`config.mk`:
```
export PLATFORM = sky130hd
export DESIGN_NAME = vga_text_pixel_pipe
export DESIGN_NICKNAME = d
export VERILOG_FILES = /design/src/rtl/vga_text_pixel_pipe.sv
export SDC_FILE = /design/constraint.sdc
export NUM_CORES = 1
export LEC_CHECK = 0
export ABC_CLOCK_PERIOD_IN_PS = 2960
export BUFFER_PORTS_ARGS = -buffer_cell sky130_fd_sc_hd__buf_2
export CAP_MARGIN = 20
export CORE_AREA = 2 2 66 68
export CTS_CLUSTER_DIAMETER = 80
export CTS_CLUSTER_SIZE = 8
export DETAILED_ROUTE_END_ITERATION = 16
export DIE_AREA = 0 0 68 70
export PLACE_DENSITY = 0.56
export SYNTH_ARGS = -nofsm -noshare
export SYNTH_HDL_FRONTEND = slang
export SYNTH_SLANG_ARGS = --single-unit
```
`constraint.sdc`:
```
create_clock -name clk -period 2.96 [get_ports clk]
set_input_delay 0.592 -clock clk [delete_from_list [all_inputs] [get_ports clk]]
set_output_delay 0.592 -clock clk [all_outputs]
set_load 0.05 [all_outputs]
```
`src/rtl/vga_text_pixel_pipe.sv`:
```
// Text-mode pixel pipeline: glyph/attribute in, charset ROM lookup, coloured pixel out after ROM_LAT+1 cycles.
// Cursor hit-test and blink counter are built only when VGA_TEXT_CURSOR_EN is defined.
module vga_text_pixel_pipe #(
    parameter int COLOR_W      = 8,
    parameter int CHAR_W       = 8,
    parameter int CHAR_H       = 8,
    parameter int ROM_LAT      = 1,
    parameter int BLINK_FRAMES = 30
) (
    input  logic                        clk,
    input  logic                        rst_n,
    input  logic                        bright,
    input  logic                        hsync_in,
    input  logic                        vsync_in,
    input  logic                        frame_start,
    input  logic [9:0]                  x,
    input  logic [8:0]                  y,
    input  logic [15:0]                 glyph,
    input  logic                        cursor_on,
    input  logic [6:0]                  cursor_col,
    input  logic [5:0]                  cursor_row,
    output logic [8+$clog2(CHAR_H)-1:0] rom_addr,
    input  logic [CHAR_W-1:0]           rom_data,
    output logic [COLOR_W-1:0]          r,
    output logic [COLOR_W-1:0]          g,
    output logic [COLOR_W-1:0]          b,
    output logic                        hsync_out,
    output logic                        vsync_out,
    output logic                        bright_out
);
    localparam int COL_BITS = $clog2(CHAR_W);
    localparam int ROW_BITS = $clog2(CHAR_H);
    // Sideband word: {bright, hsync, vsync, cursor_hit, attr[7:0], col}
    localparam int SB_W = 12 + COL_BITS;
    localparam logic [SB_W-1:0] SB_RST = {4'b0110, {(8 + COL_BITS){1'b0}}};

    function automatic logic [COLOR_W-1:0] expand2(input logic [1:0] v);
        logic [COLOR_W-1:0] e;
        for (int i = 0; i < COLOR_W; i++) begin
            e[i] = (((COLOR_W - 1 - i) % 2) == 0) ? v[1] : v[0];
        end
        return e;
    endfunction

    assign rom_addr = {glyph[7:0], y[ROW_BITS-1:0]};

    logic cursor_hit;
    logic blink_on;

`ifdef VGA_TEXT_CURSOR_EN
    logic [9:0] cell_x;
    logic [8:0] cell_y;
    logic [7:0] blink_cnt_q, blink_cnt_d;
    logic       blink_phase_q, blink_phase_d;

    assign cell_x     = x >> COL_BITS;
    assign cell_y     = y >> ROW_BITS;
    assign cursor_hit = cursor_on && (cell_x == {3'b000, cursor_col})
                                  && (cell_y == {3'b000, cursor_row});
    assign blink_on   = blink_phase_q;

    always_comb begin
        blink_cnt_d   = blink_cnt_q;
        blink_phase_d = blink_phase_q;
        if (frame_start) begin
            if (blink_cnt_q == 8'(BLINK_FRAMES - 1)) begin
                blink_cnt_d   = 8'd0;
                blink_phase_d = ~blink_phase_q;
            end else begin
                blink_cnt_d = blink_cnt_q + 8'd1;
            end
        end
    end

    always_ff @(posedge clk or negedge rst_n) begin
        if (!rst_n) begin
            blink_cnt_q   <= 8'd0;
            blink_phase_q <= 1'b1;
        end else begin
            blink_cnt_q   <= blink_cnt_d;
            blink_phase_q <= blink_phase_d;
        end
    end
`else
    logic unused_cursor;
    assign unused_cursor = ^{frame_start, cursor_on, cursor_col, cursor_row,
                             x[9:COL_BITS], y[8:ROW_BITS]};
    assign cursor_hit    = 1'b0;
    assign blink_on      = 1'b0;
`endif

    logic [SB_W-1:0] sb_d [ROM_LAT];
    logic [SB_W-1:0] sb_q [ROM_LAT];

    generate
        for (genvar gi = 0; gi < ROM_LAT; gi++) begin : g_stage
            if (gi == 0) begin : g_head
                assign sb_d[gi] = {bright, hsync_in, vsync_in, cursor_hit,
                                   glyph[15:8], x[COL_BITS-1:0]};
            end else begin : g_tail
                assign sb_d[gi] = sb_q[gi-1];
            end
        end
    endgenerate

    always_ff @(posedge clk or negedge rst_n) begin
        if (!rst_n) begin
            for (int i = 0; i < ROM_LAT; i++) sb_q[i] <= SB_RST;
        end else begin
            for (int i = 0; i < ROM_LAT; i++) sb_q[i] <= sb_d[i];
        end
    end

    logic                dly_bright, dly_hs, dly_vs, dly_hit;
    logic [7:0]          dly_attr;
    logic [COL_BITS-1:0] dly_col;
    assign {dly_bright, dly_hs, dly_vs, dly_hit, dly_attr, dly_col} = sb_q[ROM_LAT-1];

    // Bit-reverse the ROM row so the column index selects directly (MSB is leftmost pixel).
    logic [CHAR_W-1:0] rom_rev;
    generate
        for (genvar gi = 0; gi < CHAR_W; gi++) begin : g_rev
            assign rom_rev[gi] = rom_data[CHAR_W-1-gi];
        end
    endgenerate

    logic               draw;
    logic [COLOR_W-1:0] r_d, g_d, b_d, r_q, g_q, b_q;
    logic               hsync_q, vsync_q, bright_q;

    always_comb begin
        draw = rom_rev[dly_col] ^ (dly_hit & blink_on);
        r_d  = '0;
        g_d  = '0;
        b_d  = '0;
        if (dly_bright) begin
            if (draw) begin
                r_d = expand2(dly_attr[5:4]);
                g_d = expand2(dly_attr[3:2]);
                b_d = expand2(dly_attr[1:0]);
            end else begin
                r_d = expand2(dly_attr[7:6]);
                g_d = expand2(dly_attr[7:6]);
                b_d = expand2(dly_attr[7:6]);
            end
        end
    end

    always_ff @(posedge clk or negedge rst_n) begin
        if (!rst_n) begin
            r_q      <= '0;
            g_q      <= '0;
            b_q      <= '0;
            hsync_q  <= 1'b1;
            vsync_q  <= 1'b1;
            bright_q <= 1'b0;
        end else begin
            r_q      <= r_d;
            g_q      <= g_d;
            b_q      <= b_d;
            hsync_q  <= dly_hs;
            vsync_q  <= dly_vs;
            bright_q <= dly_bright;
        end
    end

    assign r          = r_q;
    assign g          = g_q;
    assign b          = b_q;
    assign hsync_out  = hsync_q;
    assign vsync_out  = vsync_q;
    assign bright_out = bright_q;
endmodule
```
After elaboration in Yosys (flattened, before gate mapping). Index checks and enable logic that the tools add are counted.

Flip-flop bits (word level): 41. Input port bits: 63. Word-level logic and storage cells: 16.

Magnitude comparators: 1. Multiplexer cells: 8.

Operator list (count): $mux 8 (6); $lt 3x4->1 const B (1); $bmux 1 s3 (1); $mux 1 (1).

Logic depth before layout (Yosys ltp). Gate-level depths: netlist (run 1).

Depth in word-level cells: 4. Depth in mapped cells: 4. Gate-level depth less buffers: 3.

Least setup slack after synthesis (run 1). No wires, ideal clock.

Path type: input-to-reg. Start point: in rom_data[0]. End point: reg b_q[6] (netlist: b[6]). Setup time: 123 ps. Arrival: 1585 ps. Slack: 1252 ps. Stages: 4. Buffers on the path: 1. Cells stage by stage: mux2_1 > mux4_2 > buf_6 > mux2i_1.

Longest elaborated chain between the ends: 4.

RTL lines: from (decl) (RTL line 23) `input logic [CHAR_W-1:0] rom_data,`; $bmux 1 s3 (RTL line 132) `draw = rom_rev[dly_col] ^ (dly_hit & blink_on);`; $mux 1 (implied by the code) (RTL line 132); $mux 8 (RTL line 137) `if (draw) begin`; $mux 8 (RTL line 136) `if (dly_bright) begin`; to (signal assigned) (RTL line 153) `b_q <= '0;`; to (signal assigned) (RTL line 160) `b_q <= b_d;`; to (decl) (RTL line 128) `logic [COLOR_W-1:0] r_d, g_d, b_d, r_q, g_q, b_q;`.

No other way between the ends. The select of a mux whose other input is x is not followed.

Worst setup path after layout (run 1).
Start point: reg sb_q[0] (netlist bit). End point: reg r_q[5] (netlist: r[5]).

Longest elaborated chain between the ends: 4.

RTL lines: from (decl) (RTL line 93) `logic [SB_W-1:0] sb_q [ROM_LAT];`; $bmux 1 s3 (RTL line 132); $mux 1 (implied by the code) (RTL line 132); $mux 8 (RTL line 137); $mux 8 (RTL line 136); to (signal assigned) (RTL line 158) `r_q <= r_d;`; to (decl) (RTL line 128).

No other way between the ends. The select of a mux whose other input is x is not followed.

==> out/metrics.yaml, run 1 <==
run_status:
  status: "finished clean"
detailed_routing:
  dr.pass1.iters: 2
  wl_per_cell_um: 10.9
  vias: 558
  ant_nets: 0
  drc: 0
  drt_iter0_markers: 9
  via_per_inst: 3.77
  drt-total-wl_um: 1620
worst_setup_path:
  slowest_delay_ns: 0.57
  endpoint_kind: "register"
  start_kind: "register"
  critPathMaxFanout: 6
  cp_slowest_cell: "mux4_2"
  critPathKind: "reg -> reg"
  path_cells: "mux2_2 > mux4_2 > mux2i_1"
  arrival_ns: 1.76
  crit_required_ns: 3.09
finish:
  nFillCells: 451
  seq_area_um2: 581
  synthToLayoutAreaGrowth_pct: 13.1
  multi_input_area_um2: 158
  utilization: 0.265
  final_layout_size_suffix_gt1_frac: 0.635
  antenna_cells: 0
  layout.nets: 160
synthesis:
  synth_fa_ha_area_frac: 0
  synth_area_um2: 971
  synthMuxAreaShare: 0.131
  syn_avg_cell_area_um2: 13.3
  synthSimpleGateAreaFrac: 0.0309
  ys_ff_latch: 23
  synth-xor-area-share: 0
  synth_top_family_by_area: "buffers and inverters"
  syn_inst: 73
  synthesis.nets: 136
  synth_compound_area_frac: 0
  ys_warn_count: 0
  yosysUniqueCellTypes: 10
  seq_area_frac_synth: 0.598
clock_tree:
  clkSlewWorstSetupHoldPaths_ns: 0.08
  cts-resized-gates: 0
  clockBufferDepth: 2
  cts_made_buffers: 3
  post-cts-setup-buffer-count: 0
  clockRootBuffer: "clkbuf_8"
  clock_sinks: 23
  clk_latency_ns: 0.26
  cts_hold_buffers: 0
  cts_tree: "built"
  htreeDepth: 1
timing:
  worstMarginPinSlew_ns: 0.484
  period_needed_ns: 1.63
  rsz0062_at_grt: "no"
  fmax_mhz: 614
  fin_setup_tns_ns: 0
  finalClockSkew_ns: 0.00564
  finalCritPeriodShare: 0.550
  setup_violations: 0
  hold_violations: 0
  maxSlewHeadroom: 0.677
  drv_slew: 0
die:
  rows: 24
  die_w_um: 68
  start_util: 0.234
  core-area_um2: 4140
  die_y_um: 70
  dieArea_um2: 4760
  io_pins: 101
global_routing:
  grt_use_met3: 0.0242
  grt_max_degree: 24
  globalRouteOverflowTotal: 0
  antenna_found_initial: 0
  grtUsageMet1: 0.0711
  gr-max-usage-layer: "met2"
  grt_pass1_wl_um: 2550
  grt_pass1_vias: 598
  track_usage: 0.0728
  grt_use_met2: 0.128
power:
  p_per_area_nw_per_um2: 672
  peakVddDrop_mv: 0.200
  leakage_nw: 0.586
min_path:
  hold_class: "in -> async"
flow_run:
  drv_cap: 0
placed_design:
  gp_congestion: 0.716
  dp_hpwl_um: 1320
  port_buffers: 50
-- layer usage --
metal,vias to the layer above,part of all wire
li1,247,-
met3,4,0.094
met4,0,0.011
met1,274,0.36
met5,-,0
met2,33,0.54
-- power breakdown --
part           switching [W]  leakage, nW  internal (W)
clock network      0.0000885       0.0228     0.0000957
logic               0.000157        0.293     0.0000476
registers          0.0000136        0.271      0.000336
total               0.000259        0.586      0.000479
-- critical path, delay by kind of cell, from the launching register on --
family / cells / cell delay [ns]
DFF: 1 / 0.42
muxes: 3 / 1.09
-- final cells by class --
cell class,count,share of cell area
Timing Repair Buffer,50,0.228
Tap cell,52,0.0592
Multi-Input combinational cell,19,0.144
Sequential cell,23,0.528
Clock buffer,4,0.0410
-- layout by cell type (no fill, tap or decap) --
master	count
buf_2	50
dfrtp_1	19
nand2_1	8
mux2i_1	6
dfstp_2	4
mux2_2	3
clkbuf_8	3
mux2_1	1
mux4_2	1
clkbuf_1	1
-- worst paths after layout --
check                                    from  cells past startpoint                   to  slack (ns)
setup reg to reg            sb_q[0]$_DFF_PN0_                      3       r[5]$_DFF_PN0_        1.33
hold / removal                          rst_n                      1    sb_q[2]$_DFF_PN0_        0.28
hold reg to reg            sb_q[12]$_DFF_PN1_                      0  vsync_out$_DFF_PN1_        0.36
min in group clk           sb_q[12]$_DFF_PN1_                      0  vsync_out$_DFF_PN1_        0.36
max in group asynchronous               rst_n                      1   sb_q[12]$_DFF_PN1_        2.33
setup / recovery            sb_q[0]$_DFF_PN0_                      3       r[5]$_DFF_PN0_        1.33
-- sequential cells by signal (all words and copies together), names as in the netlist --
| register | count |
|---|---|
| hsync_out | 1 |
| sb_q | 14 |
| g | 2 |
| r | 2 |
| b | 2 |
| bright_out | 1 |
| vsync_out | 1 |
-- metrics by stage --
step	hold slack, ns	cell area, µm²	setup slack [ns]	cells	power [W]
after floorplan	0.296	971	1.25	73	0.000581
after detailed placement	0.351	1050	1.10	144	0.000563
after CTS	0.301	1100	1.32	148	0.000752
after global placement	0.346	1050	1.11	144	0.000560
final	0.285	1100	1.33	148	0.000738
after global routing	0.328	1100	1.27	148	0.000779
-- synthesized netlist by cell type --
library cell  count  area [µm²]
mux2_1            1        11.3
nand2_1           8        30.0
buf_1             1        3.75
dfstp_2           4         105
buf_6             1        11.3
dfrtp_1          19         475
mux2i_1           6        60.1
mux2_2            3        33.8
buf_4            29         218
mux4_2            1        22.5
-- logic make-up (layout without fill, tap and decap cells) --
family        after synthesis  in the layout
simple gates                8              8
mux                        11             11
buf+inv                    31             54
flops                      23             23
No activity file was read; power rests on OpenSTA's default activity.
==> run 2, diff against run 1 <==
ABC_CLOCK_PERIOD_IN_PS = 1630   (was 2960)
clock period = 1.63 ns   (was 2.96 ns; I/O delays follow)
==> run 2 against run 1 <==
Via count grew 0.54%. Wire length grew 0.68%. Sequential share of layout area shrank 0.48 points. Fmax is essentially flat. Sequential cell count is the same. Worst hold slack lost 0.27 ns. Critical endpoint unchanged. Highest routed layer unchanged.
==> out/metrics.yaml, run 2 (synthesis gave the netlist of run 1 again) <==
clock_tree:
  clockBufferDepth: 2  # unchanged
  clock_sinks: 23  # unchanged
  clk_latency_ns: 0.26  # about the same
  cts_tree: "built"  # unchanged
  clkSlewWorstSetupHoldPaths_ns: 0.08  # about the same
  cts_made_buffers: 3  # unchanged
  clockRootBuffer: "clkbuf_8"  # unchanged
  htreeDepth: 1  # unchanged
finish:
  final_layout_size_suffix_gt1_frac: 0.656  # was 0.635
  synthToLayoutAreaGrowth_pct: 14.4  # was 13.1%
  antenna_cells: 0  # unchanged
  most-common-layout-cells: "50 x buf_2, 18 x dfrtp_1, 8 x nand2_1, 6 x mux2i_1, 4 x dfstp_2"  # was 50 x buf_2, 19 x dfrtp_1, 8 x nand2_1, 6 x mux2i_1, 4 x dfstp_2
  stdcell_count: 148  # unchanged
  largest_reg_flops: 14  # unchanged
  fin_area_um2: 1110  # was 1100 µm²
  layout.nets: 160  # unchanged
  nFillCells: 446  # was 451
  final_common_cell: "buf_2"  # unchanged
  regMostFlops: "sb_q"  # unchanged
  utilization: 0.268  # was 0.265
detailed_routing:
  via_per_inst: 3.79  # was 3.77
  drt-total-wl_um: 1630  # was 1620 µm
  wl_per_cell_um: 11.0  # was 10.9 µm
  ant_nets: 0  # unchanged
  drt_iter0_markers: 7  # was 9
  vias: 561  # was 558
  drc: 0  # unchanged
  dr.pass1.iters: 2  # unchanged
worst_setup_path:
  crit_required_ns: 1.76  # was 3.09 ns
  crit_buf_inv: 0  # unchanged
  critPathMaxFanout: 6  # unchanged
  critPathKind: "reg -> reg"  # unchanged
  arrival_ns: 1.76  # about the same
  start_kind: "register"  # unchanged
  rr_worst_depth: 3  # unchanged
  critPathLaunch: "sb_q[0]$_DFF_PN0_"  # unchanged
  slowest_delay_ns: 0.58  # was 0.57 ns
  path_cells: "mux2_2 > mux4_2 > mux2i_1"  # unchanged
  cp_slowest_cell: "mux4_2"  # unchanged
  path_depth: 3  # unchanged
  rr_startpoint: "sb_q[0]$_DFF_PN0_"  # unchanged
  reg2reg_to: "r[5]$_DFF_PN0_"  # unchanged
  endpoint_kind: "register"  # unchanged
  crit_family: "multiplexers"  # unchanged
  ff2ff_setup_slack_ns: 0.004  # was 1.33 ns
power:
  leakage_nw: 0.598  # was 0.586 nW
  p_per_area_nw_per_um2: 1210  # was 672 nW/µm²
  peakVddDrop_mv: 0.364  # was 0.200 mV
timing:
  timing.hold.ws_ns: 0.0188  # was 0.285 ns
  setup_violations: 0  # unchanged
  fin_setup_tns_ns: 0  # unchanged
  drv_slew: 0  # unchanged
  fmax_mhz: 615  # was 614 MHz
  worstMarginPinSlew_ns: 0.484  # about the same
  finalCritPeriodShare: 0.998  # was 0.550
  rsz0062_at_grt: "yes"  # was no
  maxSlewHeadroom: 0.677  # about the same
  finalClockSkew_ns: 0.00564  # about the same
  period_needed_ns: 1.63  # about the same
  hold_violations: 0  # unchanged
run_status:
  status: "finished clean"  # unchanged
die:
  die_w_um: 68  # unchanged
  dieArea_um2: 4760  # unchanged
  io_pins: 101  # unchanged
  core-area_um2: 4140  # unchanged
  start_util: 0.234  # unchanged
  rows: 24  # unchanged
  die_y_um: 70  # unchanged
global_routing:
  grt_pass1_wl_um: 2550  # unchanged
  track_usage: 0.0728  # unchanged
  grt_max_degree: 24  # unchanged
  antenna_found_initial: 0  # unchanged
  grt_pass1_vias: 598  # unchanged
  globalRouteOverflowTotal: 0  # unchanged
placed_design:
  dp_hpwl_um: 1320  # unchanged
  port_buffers: 50  # unchanged
  gp_congestion: 0.716  # unchanged
  postPlaceCellArea_um2: 1050  # unchanged
  place_inst: 144  # unchanged
flow_run:
  drv_cap: 0  # unchanged
min_path:
  hold_class: "in -> async"  # unchanged
==> run 2: how the worst max path moves through the flow <==
stage	endpoint
global route	g[5]$_DFF_PN0_
finish	r[5]$_DFF_PN0_
detailed placement	b[6]$_DFF_PN0_
global placement	b[6]$_DFF_PN0_
floorplan	b[6]$_DFF_PN0_
CTS	g[5]$_DFF_PN0_
==> run 2: repair_timing <==
| item | CTS | global route |
|---|---|---|
| setup endpoints to repair | 6 | 6 |
| gates cloned | 0 | 0 |
| endpoints found under the hold margin | 0 | 0 |
| hold buffers | 0 | 0 |
| setup buffers | 0 | 0 |
| pin swaps | 0 | 0 |
| gates resized for setup | 0 | 4 |
==> run 2: metal layers <==
metal	part of all wire	track usage	up-vias
met5	0	0	-
met4	0.010	0.0422	0
met3	0.093	0.0242	4
met2	0.53	0.128	33
met1	0.37	0.0711	277
li1	-	-	247
==> run 2: cell type report <==
cell class / count / area [µm²] / share of cell area
Sequential cell: 23 / 582 / 0.524
Clock buffer: 4 / 45.0 / 0.0405
Multi-Input combinational cell: 19 / 169 / 0.152
Timing Repair Buffer: 50 / 250 / 0.225
Tap cell: 52 / 65.1 / 0.0586
==> run 2: where the power goes <==
part | switching, W | leakage (nW) | internal, W | total [W]
Combinational | 0.000285 | 0.306 | 0.0000903 | 0.000375
Sequential | 0.0000253 | 0.270 | 0.000611 | 0.000636
Clock | 0.000161 | 0.0228 | 0.000174 | 0.000334
Total | 0.000471 | 0.598 | 0.000875 | 0.00135
==> run 2: through the flow <==
step | setup slack (ns) | power, W
detailed placement | -0.00146 | 0.00102
floorplan | 0.0859 | 0.00106
global placement | 0.0319 | 0.00102
global route | -0.0383 | 0.00142
finish | 0.00373 | 0.00135
CTS | -0.0129 | 0.00137
==> run 3, diff against run 2 <==
MAX_ROUTING_LAYER = met4   (was default)
==> run 3 against run 2 <==
Cell count stayed put. Worst setup slack worse by 0.0017 ns. Sequential cell count stayed put. Total power is 0.14% higher. Sequential share of layout area stayed put. Global-route usage is 0.23 points higher. Critical path depth stayed put. First-iteration DRC count is 14% lower. Sequential power hardly changed. Critical path type unchanged. Largest cell class unchanged. Largest power group unchanged. Highest routed layer unchanged.
==> out/metrics.yaml, run 3 (synthesis gave the netlist of run 1 again) <==
timing:
  finalClockSkew_ns: 0.00682  # was 0.00564 ns
  finalCritPeriodShare: 0.999  # was 0.998
  period_needed_ns: 1.63  # about the same
  timing.hold.ws_ns: 0.0175  # was 0.0188 ns
  fin_setup_tns_ns: 0  # unchanged
  layout_setup_ws_ns: 0.00201  # was 0.00373 ns
  fmax_mhz: 614  # was 615 MHz
  rsz0062_at_grt: "yes"  # unchanged
  setup_violations: 0  # unchanged
  maxSlewHeadroom: 0.677  # about the same
  hold_violations: 0  # unchanged
  drv_slew: 0  # unchanged
  worstMarginPinSlew_ns: 0.485  # was 0.484 ns
worst_setup_path:
  arrival_ns: 1.76  # about the same
  start_kind: "register"  # unchanged
  crit_buf_inv: 0  # unchanged
  rr_startpoint: "sb_q[0]$_DFF_PN0_"  # unchanged
  endpoint_kind: "register"  # unchanged
  critPathKind: "reg -> reg"  # unchanged
  critPathMaxFanout: 6  # unchanged
  ff2ff_setup_slack_ns: 0.002  # was 0.004 ns
  reg2reg_to: "r[5]$_DFF_PN0_"  # unchanged
  slowest_delay_ns: 0.58  # about the same
  rr_worst_depth: 3  # unchanged
  cp_slowest_cell: "mux4_2"  # unchanged
  crit_family: "multiplexers"  # unchanged
  crit_required_ns: 1.76  # about the same
  path_cells: "mux2_2 > mux4_2 > mux2i_1"  # unchanged
die:
  io_pins: 101  # unchanged
  die_w_um: 68  # unchanged
  rows: 24  # unchanged
  die_y_um: 70  # unchanged
  dieArea_um2: 4760  # unchanged
  core-area_um2: 4140  # unchanged
  start_util: 0.234  # unchanged
detailed_routing:
  wl_per_cell_um: 11.0  # about the same
  vias: 559  # was 561
  drt_iter0_markers: 6  # was 7
  ant_nets: 0  # unchanged
  drc: 0  # unchanged
  dr.pass1.iters: 2  # unchanged
  via_per_inst: 3.78  # was 3.79
  drt-total-wl_um: 1630  # about the same
power:
  clkPwrFrac: 0.250  # was 0.249
  p_per_area_nw_per_um2: 1210  # about the same
  peakVddDrop_mv: 0.368  # was 0.364 mV
  pwr-share-comb: 0.278  # was 0.279
  seqPwrFrac: 0.472  # was 0.473
  swShare: 0.351  # was 0.350
  intPower_w: 0.000875  # about the same
  p_sw_w: 0.000473  # was 0.000471 W
  leakage_nw: 0.598  # unchanged
placed_design:
  pre_cts_ws_ns: -0.00146  # unchanged
  dp_hpwl_um: 1320  # unchanged
  place_inst: 144  # unchanged
  gp_congestion: 0.724  # was 0.716
  port_buffers: 50  # unchanged
finish:
  antenna_cells: 0  # unchanged
  regMostFlops: "sb_q"  # unchanged
  final_layout_size_suffix_gt1_frac: 0.656  # unchanged
  stdcell_count: 148  # unchanged
  utilization: 0.268  # unchanged
  layout.nets: 160  # unchanged
  largest_reg_flops: 14  # unchanged
  final_common_cell: "buf_2"  # unchanged
  most-common-layout-cells: "50 x buf_2, 18 x dfrtp_1, 8 x nand2_1, 6 x mux2i_1, 4 x dfstp_2"  # unchanged
  synthToLayoutAreaGrowth_pct: 14.4  # unchanged
clock_tree:
  cts_hold_buffers: 0  # unchanged
  clockBufferDepth: 2  # unchanged
  cts_tree: "built"  # unchanged
  post-cts-setup-buffer-count: 0  # unchanged
  htreeDepth: 1  # unchanged
  clk_latency_ns: 0.26  # about the same
  cts_made_buffers: 3  # unchanged
  clock_sinks: 23  # unchanged
  clkSlewWorstSetupHoldPaths_ns: 0.08  # about the same
  clockRootBuffer: "clkbuf_8"  # unchanged
global_routing:
  globalRouteOverflowTotal: 0  # unchanged
  grt_max_degree: 24  # unchanged
  grt_pass1_wl_um: 2570  # was 2550 µm
  antenna_found_initial: 0  # unchanged
  grt_pass1_vias: 593  # was 598
  track_usage: 0.0751  # was 0.0728
min_path:
  hold_class: "in -> async"  # unchanged
run_status:
  status: "finished clean"  # unchanged
flow_run:
  drv_cap: 0  # unchanged
[run 3: worst reg2reg max path, stage by stage, from the launching register on]
cell,delay (ns)
dfrtp_2,0.42
mux2_2,0.34
mux4_2,0.58
mux2i_1,0.16
[run 3: worst max-delay path by stage]
| stage | to | slack (ns) | cells after the start | start |
|---|---|---|---|---|
| after floorplan | b[6]$_DFF_PN0_ | 0.09 | 4 | sb_q[0]$_DFF_PN0_ |
| after global placement | b[6]$_DFF_PN0_ | 0.03 | 3 | sb_q[0]$_DFF_PN0_ |
| after detailed placement | b[6]$_DFF_PN0_ | -0.001 | 3 | sb_q[0]$_DFF_PN0_ |
| after CTS | g[5]$_DFF_PN0_ | -0.01 | 3 | sb_q[0]$_DFF_PN0_ |
| after global routing | g[5]$_DFF_PN0_ | -0.04 | 3 | sb_q[0]$_DFF_PN0_ |
| final | r[5]$_DFF_PN0_ | 0.002 | 3 | sb_q[0]$_DFF_PN0_ |
[run 3: power groups by stage]
stage	Sequential [W]	Combinational (W)	Clock (W)
floorplan	0.000707	0.000348	0
global placement	0.000644	0.000373	0
detailed placement	0.000649	0.000375	0
CTS	0.000638	0.000375	0.000353
global route	0.000644	0.000395	0.000384
finish	0.000636	0.000375	0.000336
[run 3: layer usage]
layer,GRT usage,routed length (µm)
met4,0.0422,20
met1,0.0752,609
met5,-,0
met3,0.0209,142
met2,0.127,857
[run 3: final cells by class]
| type | instances | area (µm²) |
|---|---|---|
| flip-flops and latches | 23 | 582 |
| multi-input cells | 19 | 169 |
| clock buffers | 4 | 45.0 |
| repair buffers | 50 | 250 |
| well taps | 52 | 65.1 |
| fillers | 446 | 3030 |
[run 3: what timing repair did]
item                                    in CTS  in global routing
gates cloned                                 0                  0
endpoints found under the hold margin        0                  0
endpoints found under the setup margin       6                  6
resized for setup                            0                  4
[run 3: through the flow]
step / total power [W] / instance area (µm²)
after global routing: 0.00142 / 1110
final: 0.00135 / 1110
after detailed placement: 0.00102 / 1050
after global placement: 0.00102 / 1050
after floorplan: 0.00106 / 971
after CTS: 0.00137 / 1100
